--- src/rtl/shared_reg_arbiter.sv ---
// Round-robin write arbiter in front of one shared enabled register, with an
// optional per-requester burst lock that is bounded by MAX_LOCK cycles.
module shared_reg_arbiter #(
  parameter int unsigned N        = 4,
  parameter int unsigned WIDTH    = 8,
  parameter int unsigned MAX_LOCK = 15
) (
  input  logic                   clk,
  input  logic                   rst,
  input  logic [N-1:0]           req,
  input  logic [N-1:0]           lock,
  input  logic [N*WIDTH-1:0]     din,
  output logic [N-1:0]           gnt,
  output logic [WIDTH-1:0]       q,
  output logic                   wr_en,
  output logic [$clog2(N)-1:0]   owner,
  output logic                   locked,
  output logic                   lock_timeout
);

  localparam int unsigned OW = $clog2(N);
  localparam int unsigned CW = $clog2(MAX_LOCK + 1);

  typedef enum logic {
    IDLE,
    LOCKED
  } state_t;

  state_t          state, nxt_state;
  logic [OW-1:0]   ptr, nxt_ptr;
  logic [CW-1:0]   lock_cnt, nxt_cnt;
  logic [N-1:0]    nxt_gnt;
  logic [WIDTH-1:0] nxt_q;
  logic            nxt_wr_en;
  logic [OW-1:0]   nxt_owner;
  logic            nxt_timeout;

  logic            found;
  logic [OW-1:0]   win;
  logic [OW:0]     idx;
  logic [OW:0]     owner_inc;
  logic [OW:0]     win_inc;

  // Round-robin search starting at ptr; idx is one bit wider so the
  // wrap-around can be done with a single conditional subtract.
  always_comb begin
    found = 1'b0;
    win   = '0;
    idx   = '0;
    for (int unsigned i = 0; i < N; i++) begin
      idx = {1'b0, ptr} + (OW+1)'(i);
      if (idx >= (OW+1)'(N)) idx = idx - (OW+1)'(N);
      if (!found && req[idx[OW-1:0]]) begin
        found = 1'b1;
        win   = idx[OW-1:0];
      end
    end
  end

  always_comb begin
    win_inc = {1'b0, win} + 1'b1;
    if (win_inc == (OW+1)'(N)) win_inc = '0;
    owner_inc = {1'b0, owner} + 1'b1;
    if (owner_inc == (OW+1)'(N)) owner_inc = '0;
  end

  always_comb begin
    nxt_state   = state;
    nxt_ptr     = ptr;
    nxt_cnt     = lock_cnt;
    nxt_gnt     = '0;
    nxt_q       = q;
    nxt_wr_en   = 1'b0;
    nxt_owner   = owner;
    nxt_timeout = 1'b0;
    case (state)
      IDLE: begin
        if (found) begin
          nxt_q        = din[win*WIDTH +: WIDTH];
          nxt_gnt[win] = 1'b1;
          nxt_wr_en    = 1'b1;
          nxt_owner    = win;
          nxt_ptr      = win_inc[OW-1:0];
          if (lock[win]) begin
            nxt_state = LOCKED;
            nxt_cnt   = '0;
          end
        end
      end
      LOCKED: begin
        nxt_cnt = lock_cnt + CW'(1);
        if (req[owner]) begin
          nxt_q          = din[owner*WIDTH +: WIDTH];
          nxt_gnt[owner] = 1'b1;
          nxt_wr_en      = 1'b1;
        end
        // Both exits still let a same-cycle owner write through above.
        if (lock_cnt == CW'(MAX_LOCK - 1)) nxt_timeout = 1'b1;
        if (!lock[owner] || nxt_timeout) begin
          nxt_state = IDLE;
          nxt_ptr   = owner_inc[OW-1:0];
        end
      end
      default: nxt_state = IDLE;
    endcase
  end

  always_ff @(posedge clk) begin
    if (rst) begin
      state        <= IDLE;
      ptr          <= '0;
      lock_cnt     <= '0;
      gnt          <= '0;
      q            <= '0;
      wr_en        <= 1'b0;
      owner        <= '0;
      lock_timeout <= 1'b0;
    end else begin
      state        <= nxt_state;
      ptr          <= nxt_ptr;
      lock_cnt     <= nxt_cnt;
      gnt          <= nxt_gnt;
      q            <= nxt_q;
      wr_en        <= nxt_wr_en;
      owner        <= nxt_owner;
      lock_timeout <= nxt_timeout;
    end
  end

  assign locked = (state == LOCKED);

endmodule
--- config.mk ---
export PLATFORM = sky130hd
export DESIGN_NAME = shared_reg_arbiter
export DESIGN_NICKNAME = d
export VERILOG_FILES = /design/src/rtl/shared_reg_arbiter.sv
export SDC_FILE = /design/constraint.sdc
export NUM_CORES = 1
export LEC_CHECK = 0
export ABC_CLOCK_PERIOD_IN_PS = 2700
export CORE_ASPECT_RATIO = 1.4
export CORE_UTILIZATION = 42
export CTS_CLUSTER_DIAMETER = 80
export DETAILED_ROUTE_END_ITERATION = 8
export PLACE_DENSITY_LB_ADDON = 0.1
export SYNTH_ARGS = -nofsm -noshare
export SYNTH_HDL_FRONTEND = slang
export SYNTH_SLANG_ARGS = --single-unit
--- constraint.sdc ---
create_clock -name clk -period 2.7 [get_ports clk]
set_clock_uncertainty 0.05 [all_clocks]
set_input_delay 0.27 -clock clk [delete_from_list [all_inputs] [get_ports clk]]
set_output_delay 0.27 -clock clk [all_outputs]
set_load 0.03 [all_outputs]
==> summary.md, run 1 <==
| Metric | Value |
|---|---|
| Status | `complete, no violations` |
| Initial antenna violation count | `0` |
| Detailed placer's ending HPWL | `3369 um` |
| Critical path's slowest cell | `or3_1` |
| Startpoint type of the worst setup path | `flip-flop` |
| P_leak | `approximately 0.9 nW` |
| Clk pin slew, worst setup/hold paths | `90 ps` |
| Final setup violation count | `0` |
| Hold path cells | `2` |
| Worst Min Path Start | `ptr[0]$_SDFFE_PP0P_` |
| Hold Path Sink | `ptr[0]$_SDFFE_PP0P_` |
| Most frequent cells in the layout | `clkdlybuf4s50_1, mux2i_1, dfxtp_1` |
| Crit path DAT | `~2300 ps` |
| Top area cells in the synthesized netlist | `dfxtp_1, mux2i_1, ha_1` |
| Routed via count | `1,700` |
| P&R area growth vs syn | `39.26%` |
| Critical path cell sequence | `mux2i_1 -> nor2_1 -> or3_1 -> inv_2 -> ha_1 -> mux2i_1 -> nor2_1 -> a21oi_1 -> nor2_1` |
| Async set-reset flop share out of synthesis | `0%` |
| Pwr Density | `791.4 mW/mm2` |
| Vias in the first global route | `~1,700` |
| CP most frequent cell | `nor2_1` |
| Max Cap Viol | `0` |
| Post-synth EDFFs | `0` |
| Post-synthesis sequential area ratio | `27.06%` |
| Core area | `slightly below 0.004 mm2` |
| Initial Util | `between 40% and 50%` |
| Critical path required time | `2820 ps` |
| Hold Buf Count CTS | `0` |
| Slew of the pin with the lowest slew margin | `519.6 ps` |
| Relative slew slack | `65.28%` |
| XOR/XNOR Fraction of Synth Area | `0.5147%` |
| Dominant cell type by area after synthesis | `dfxtp_1` |
| Post-Synth Simple-Gate Area | `12.57%` |
| Metal2 WL | `2323 um` |
| Site Rows | `27` |
| Vias per cell | `between 5 and 6` |
| First-pass GRT wire length | `~7700 um` |
| GRT Total Usage | `about 22%` |
| Fmax | `around 460 MHz` |
| Critical path fanouts, max | `6` |
| DR WL met3 | `294 um` |
| Largest net degree at the start of global routing | `19` |
| Routability cong. | `roughly 0.88` |
| Port bufs | `58` |
| Final wirelength | `around 4600 um` |
| Clk Latency, worst-skew pair | `~270 ps` |
| Share of layout cells above drive strength 1 | `approximately a tenth` |
| Main synth FF type | `dfxtp_1` |
| DRT antenna net count | `0` |
| Critical Path Sink Type | `flip-flop` |
| Final Hold Viols | `0` |
| Post-Synth Adder-Cell Area | `7.353%` |
| DIE HEIGHT | `77.32 um` |
| # nets final | `about 310` |
| Final Critical Period | `about 2200 ps` |
| Placed cell area | `approximately 0.0023 mm2` |
| RSZ-0062 raised after global routing | `no` |
| Most common cell after layout, fill and taps aside | `clkdlybuf4s50_1` |
| Post-Layout Inst Area | `0.002370 mm2` |
| Total Neg Setup Slack | `0 ps` |
| Post-synthesis compound-gate area fraction | `a little under a third` |
| R2R Path Start | `ptr[1]$_SDFFE_PP0P_` |
| Synth Warn # | `0` |
| Reg2reg path depth | `9` |
| Final worst path period share | `80.57%` |
| Syn nets | `about 250` |
| CTS tree | `done` |
| Synthesized instance count | `around 200` |
| Gr ovfl total | `0` |
| Post-Syn Area per Cell | `around 8.7 um2` |
| Synth unique cells | `39` |
| Critical path type | `flip-flop to flip-flop` |
| Hold WS | `441.3 ps` |
| Die area | `0.004314 mm2` |
| Clk root buf | `clkbuf_8` |
| Tightest Hold Check Type | `flip-flop to flip-flop` |
| RR Endpoint | `ptr[1]$_SDFFE_PP0P_` |
| R2r setup slk | `roughly 520 ps` |
| Yosys reg bits | `23` |
| DRT Pass-1 Iters | `4` |
| Worst VDD drop | `0.5630 mV` |
| Drt initial violations | `55` |
| Final Max Slew Viols | `0` |
| Post-synthesis mux area share | `between 10% and 20%` |
| H-tree depth | `1` |
| WP buf/inv | `1` |
| Clk sinks | `23` |
| Avg WL per Cell | `between 15 and 20 um` |
| Uppermost layer routed | `met4` |
| Synthesized cell area | `0.001702 mm2` |
| N_diodes | `0` |
| Top-area cell type share of the netlist area | `between 20% and 30%` |
| Die X | `55.80 um` |
| I/O pin cnt | `59` |
| Cell family with most CP delay | `simple AND/OR/NAND/NOR gates` |
| Post-CTS Setup Bufs | `0` |
| Max incr delay on CP | `roughly 510 ps` |
| # DRC | `0` |
| Largest family of logic cells by synthesized area | `compound AO/OA/AOI/OAI gates` |
| TritonCTS Buffers | `3` |
| Post-cts repair resize count | `0` |
| Routed metal-1 wirelength | `1986 um` |
| Longest Clk Path Bufs | `2` |
kinds of logic (layout without fill, tap and decap cells):
logic type,after synthesis,in the layout
buffers and inverters,19,77
flip-flops,23,23
XOR/XNOR,1,1
AND/OR/NAND/NOR,46,46
adder cells (fa/ha/maj),10,10
AO/OA/AOI/OAI,71,71
multiplexers,25,25
worst max path at each step:
stage,slack [ps],depth (start not counted),start,endpoint
floorplan,650,9,owner[1]$_SDFFE_PP0P_,q[1]$_SDFFE_PP0P_
CTS,520,6,ptr[1]$_SDFFE_PP0P_,q[1]$_SDFFE_PP0P_
global route,380,6,ptr[1]$_SDFFE_PP0P_,q[5]$_SDFFE_PP0P_
global placement,260,10,req[0],ptr[1]$_SDFFE_PP0P_
finish,520,9,ptr[1]$_SDFFE_PP0P_,ptr[1]$_SDFFE_PP0P_
detailed placement,250,7,req[0],q[1]$_SDFFE_PP0P_
cell usage after synthesis (2+ instances only):
library cell,instances
o221ai_1,8
a211oi_1,8
a21oi_1,14
a22oi_1,4
clkbuf_1,5
and2_1,2
o22ai_2,2
buf_6,2
nor2_1,21
inv_1,4
ha_1,10
nand2b_1,2
nor3b_1,2
a21oi_2,2
nand3_1,4
dfxtp_1,23
o21ai_0,8
nand2_1,10
o22ai_1,11
o2bb2ai_1,9
mux2i_1,24
buf_4,3
final cells by class:
type	instances	area, um2
Fill cell	376	1549
Multi-Input combinational cell	153	1140
Inverter	7	28.78
Clock buffer	3	41.29
Timing Repair Buffer	66	640.6
Sequential cell	23	460.4
Tap cell	43	53.80
Clock inverter	1	5.005
flip-flops by register name (all words and copies together), names as in the netlist:
signal        count
gnt               4
lock_timeout      1
locked            1
wr_en             1
q                 8
lock_cnt          4
ptr               2
owner             2
power by group:
part	switching (W)	internal (W)	total, W
Clock	0.000121	0.000103	0.000224
Combinational	0.000632	0.000492	0.00112
Sequential	0.0000925	0.000435	0.000528
per-stage QoR:
stage               instances  power [W]  utilization [%]  setup slack [ps]
floorplan                 195   0.001289                -             654.7
global placement          292   0.001653            59.29             259.3
detailed placement        292   0.001661            59.29             248.5
CTS                       296   0.001886            60.47             517.5
global route              296   0.001998            60.47             384.4
finish                    296   0.001876            60.47             524.6
metal layers:
layer  up-vias  track usage [%]
li1        857                -
met1       771            26.87
met2        67            40.72
met3         5            2.698
met4         0            7.250
met5         -                0
worst register-to-register path, stage by stage (launching register included):
cell and delay, ps:
dfxtp_1 480, mux2i_1 220, nor2_1 50, or3_1 510, inv_2 180, ha_1 250
mux2i_1 120, nor2_1 50, a21oi_1 110, nor2_1 50
(Power assumes the default switching activity.)
==> run 2, diff against run 1 <==
--- a/config.mk
+++ b/config.mk
@@ -5,9 +5,9 @@
 export SDC_FILE = /design/constraint.sdc
 export NUM_CORES = 1
 export LEC_CHECK = 0
-export ABC_CLOCK_PERIOD_IN_PS = 2700
+export ABC_CLOCK_PERIOD_IN_PS = 1800
 export CORE_ASPECT_RATIO = 1.4
-export CORE_UTILIZATION = 42
+export CORE_UTILIZATION = 41
 export CTS_CLUSTER_DIAMETER = 80
 export DETAILED_ROUTE_END_ITERATION = 8
 export PLACE_DENSITY_LB_ADDON = 0.1
==> constraint.sdc (replaced) <==
create_clock -name clk -period 1.8 [get_ports clk]
set_clock_uncertainty 0.05 [all_clocks]
set_input_delay 0.18 -clock clk [delete_from_list [all_inputs] [get_ports clk]]
set_output_delay 0.18 -clock clk [all_outputs]
set_load 0.03 [all_outputs]
==> summary.md, run 2 (synthesis gave the netlist of run 1 again) <==
| Metric | Value |
|---|---|
| P&R area growth vs syn | `60.00%` |
| Site Rows | `27 (unchanged)` |
| Detailed placer's ending HPWL | `3712 um (+10%)` |
| Post-Layout Inst Area | `0.002723 mm2 (+15%)` |
| Final worst slack | `-30.70 ps (-555.3 ps)` |
| Critical path required time | `1960 ps (-860 ps)` |
| Total Neg Setup Slack | `-98.32 ps (-98.32 ps)` |
| Fmax | `546.2 MHz (+19%)` |
| Max Cap Viol | `0 (unchanged)` |
| Slew of the pin with the lowest slew margin | `360.5 ps (-159.0 ps)` |
| Core area | `0.003953 mm2 (+0.86%)` |
| Placed cell area | `0.002613 mm2 (+12%)` |
| Final setup violation count | `6 (+6)` |
| Vias per cell | `5.637 (-1.9%)` |
| Most Crowded Layer GR | `met2` |
| Final Hold Viols | `0 (unchanged)` |
| Clk Latency, worst-skew pair | `270 ps (about the same)` |
| Most frequent cells in the layout | `clkdlybuf4s50_1, buf_4, mux2i_1, nor2_1, dfxtp_1` |
| Drt initial violations | `48 (-13%)` |
| DIE HEIGHT | `78.23 um (+1.2%)` |
| Critical Path Sink Type | `flip-flop` |
| Most common cell after layout, fill and taps aside | `clkdlybuf4s50_1` |
| Crit path DAT | `1990 ps (-300 ps)` |
| Clk sinks | `23 (unchanged)` |
| # DRC | `0 (unchanged)` |
| Pwr Density | `1177 mW/mm2 (+49%)` |
| Critical path type | `flip-flop to flip-flop` |
| Final worst path period share | `101.7% (+21 points)` |
| Vias in the first global route | `1,879 (+13%)` |
| Final wirelength | `4927 um (+6.0%)` |
| Port bufs | `58 (unchanged)` |
| Largest net degree at the start of global routing | `17 (-2)` |
| Longest Clk Path Bufs | `2 (unchanged)` |
| Routed via count | `1,832 (+7.8%)` |
| Final Max Slew Viols | `0 (unchanged)` |
| Clk pin slew, worst setup/hold paths | `90 ps (about the same)` |
| M3 GR Usage | `2.801% (+0.10 points)` |
| Critical path fanouts, max | `8 (+2)` |
| Top reg by flops | `q` |
| Final Critical Period | `1831 ps (-344.7 ps)` |
| Failing checks | `setup timing` |
| Gr ovfl total | `0 (unchanged)` |
| Status | `finished with violations` |
| Clk root buf | `clkbuf_8` |
| Avg WL per Cell | `15.16 um (-3.4%)` |
| DRT antenna net count | `0 (unchanged)` |
| Dpl ws | `-354.4 ps (-602.9 ps)` |
| Startpoint type of the worst setup path | `flip-flop` |
| Worst VDD drop | `0.9428 mV (+67%)` |
| Die X | `56.45 um (+1.2%)` |
| Post-CTS Setup Bufs | `0 (unchanged)` |
| Leading registers by flop count | `q x8, gnt x4, lock_cnt x4` |
| I/O pin cnt | `59 (unchanged)` |
| Relative slew slack | `75.91% (+11 points)` |
| # nets final | `335 (+9.5%)` |
| Die area | `0.004415 mm2 (+2.4%)` |
| Initial Util | `43.05% (-0.37 points)` |
| P_leak | `1.054 nW (+19%)` |
| TritonCTS Buffers | `3 (unchanged)` |
| Share of layout cells above drive strength 1 | `24.47% (+15 points)` |
| GRT Total Usage | `22.96% (+0.54 points)` |
| Routability cong. | `0.8027 (-8.3%)` |
| M2 GR Usage | `43.29% (+2.6 points)` |
| Initial antenna violation count | `0 (unchanged)` |
| N_diodes | `0 (unchanged)` |
| DRT Pass-1 Iters | `4 (unchanged)` |
| CTS tree | `done` |
| Fillers | `334 (-11%)` |
| H-tree depth | `1 (unchanged)` |
| First-pass GRT wire length | `8293 um (+8.0%)` |
| Tightest Hold Check Type | `flip-flop to flip-flop` |
| GR Util met1 | `27.26% (+0.40 points)` |
| Max FFs per register | `8 (unchanged)` |
| Post-layout util | `68.88% (+8.4 points)` |
| RSZ-0062 raised after global routing | `yes` |
[run 2: changes by cell type in the layout (fill, tap and decap cells not counted), sizes merged]
cell           delta
buf              +29
clkdlybuf4s50     -4
dlygate4sd2       +4
[run 2: worst paths after layout]
kind / startpoint / to / slack [ps] / cells after the start
setup / recovery: ptr[1]$_SDFFE_PP0P_ / q[0]$_SDFFE_PP0P_ / -30 / 8
hold / removal: ptr[0]$_SDFFE_PP0P_ / ptr[0]$_SDFFE_PP0P_ / 420 / 2
setup reg to reg: ptr[1]$_SDFFE_PP0P_ / q[0]$_SDFFE_PP0P_ / -30 / 8
hold reg to reg: ptr[0]$_SDFFE_PP0P_ / ptr[0]$_SDFFE_PP0P_ / 420 / 2
[run 2: repair_timing]
action	4_1_cts	5_1_grt
resized for setup	10	10
setup endpoints to repair	17	16
hold buffers	0	0
pin swaps	0	7
[run 2: area by class of cell]
type / instances / area, um2 / area share (%)
clock inverters: 1 / 5.005 / 0.1838
clock buffers: 3 / 41.29 / 1.517
repair buffers: 95 / 873.3 / 32.08
inverters: 7 / 33.78 / 1.241
multi-input cells: 153 / 1241 / 45.59
well taps: 43 / 53.80 / 1.976
flip-flops and latches: 23 / 474.2 / 17.42
[run 2: report_power, final]
part           total (W)  internal, W  switching, W
combinational    0.00206      0.00100       0.00106
sequential      0.000809     0.000666      0.000143
clock           0.000336     0.000155      0.000181
total            0.00321      0.00182       0.00138
[run 2: metal layers]
| metal | vias to the layer above | wire length [um] | share of wire [%] |
|---|---|---|---|
| met2 | 49 | 2611 | 53 |
| met4 | 0 | 11 | 0.22 |
| li1 | 914 | - | - |
| met1 | 867 | 2100 | 43 |
| met3 | 2 | 203 | 4.1 |
| met5 | - | 0 | 0 |
[run 2: worst max-delay path, cell delays in order (launching register included)]
cell	delay [ps]
dfxtp_4	380
mux2i_1	180
nor2_1	50
or3_4	370
buf_4	150
a21oi_2	140
buf_6	160
o221ai_1	120
o2bb2ai_1	140
[run 2: stage by stage]
step                instances  hold slack (ps)  total power [W]
finish                    325            415.9         0.003206
global route              325            452.2         0.003419
CTS                       325            433.0         0.003179
detailed placement        321            419.8         0.002800
global placement          321            425.5         0.002784
floorplan                 195            316.8         0.001999
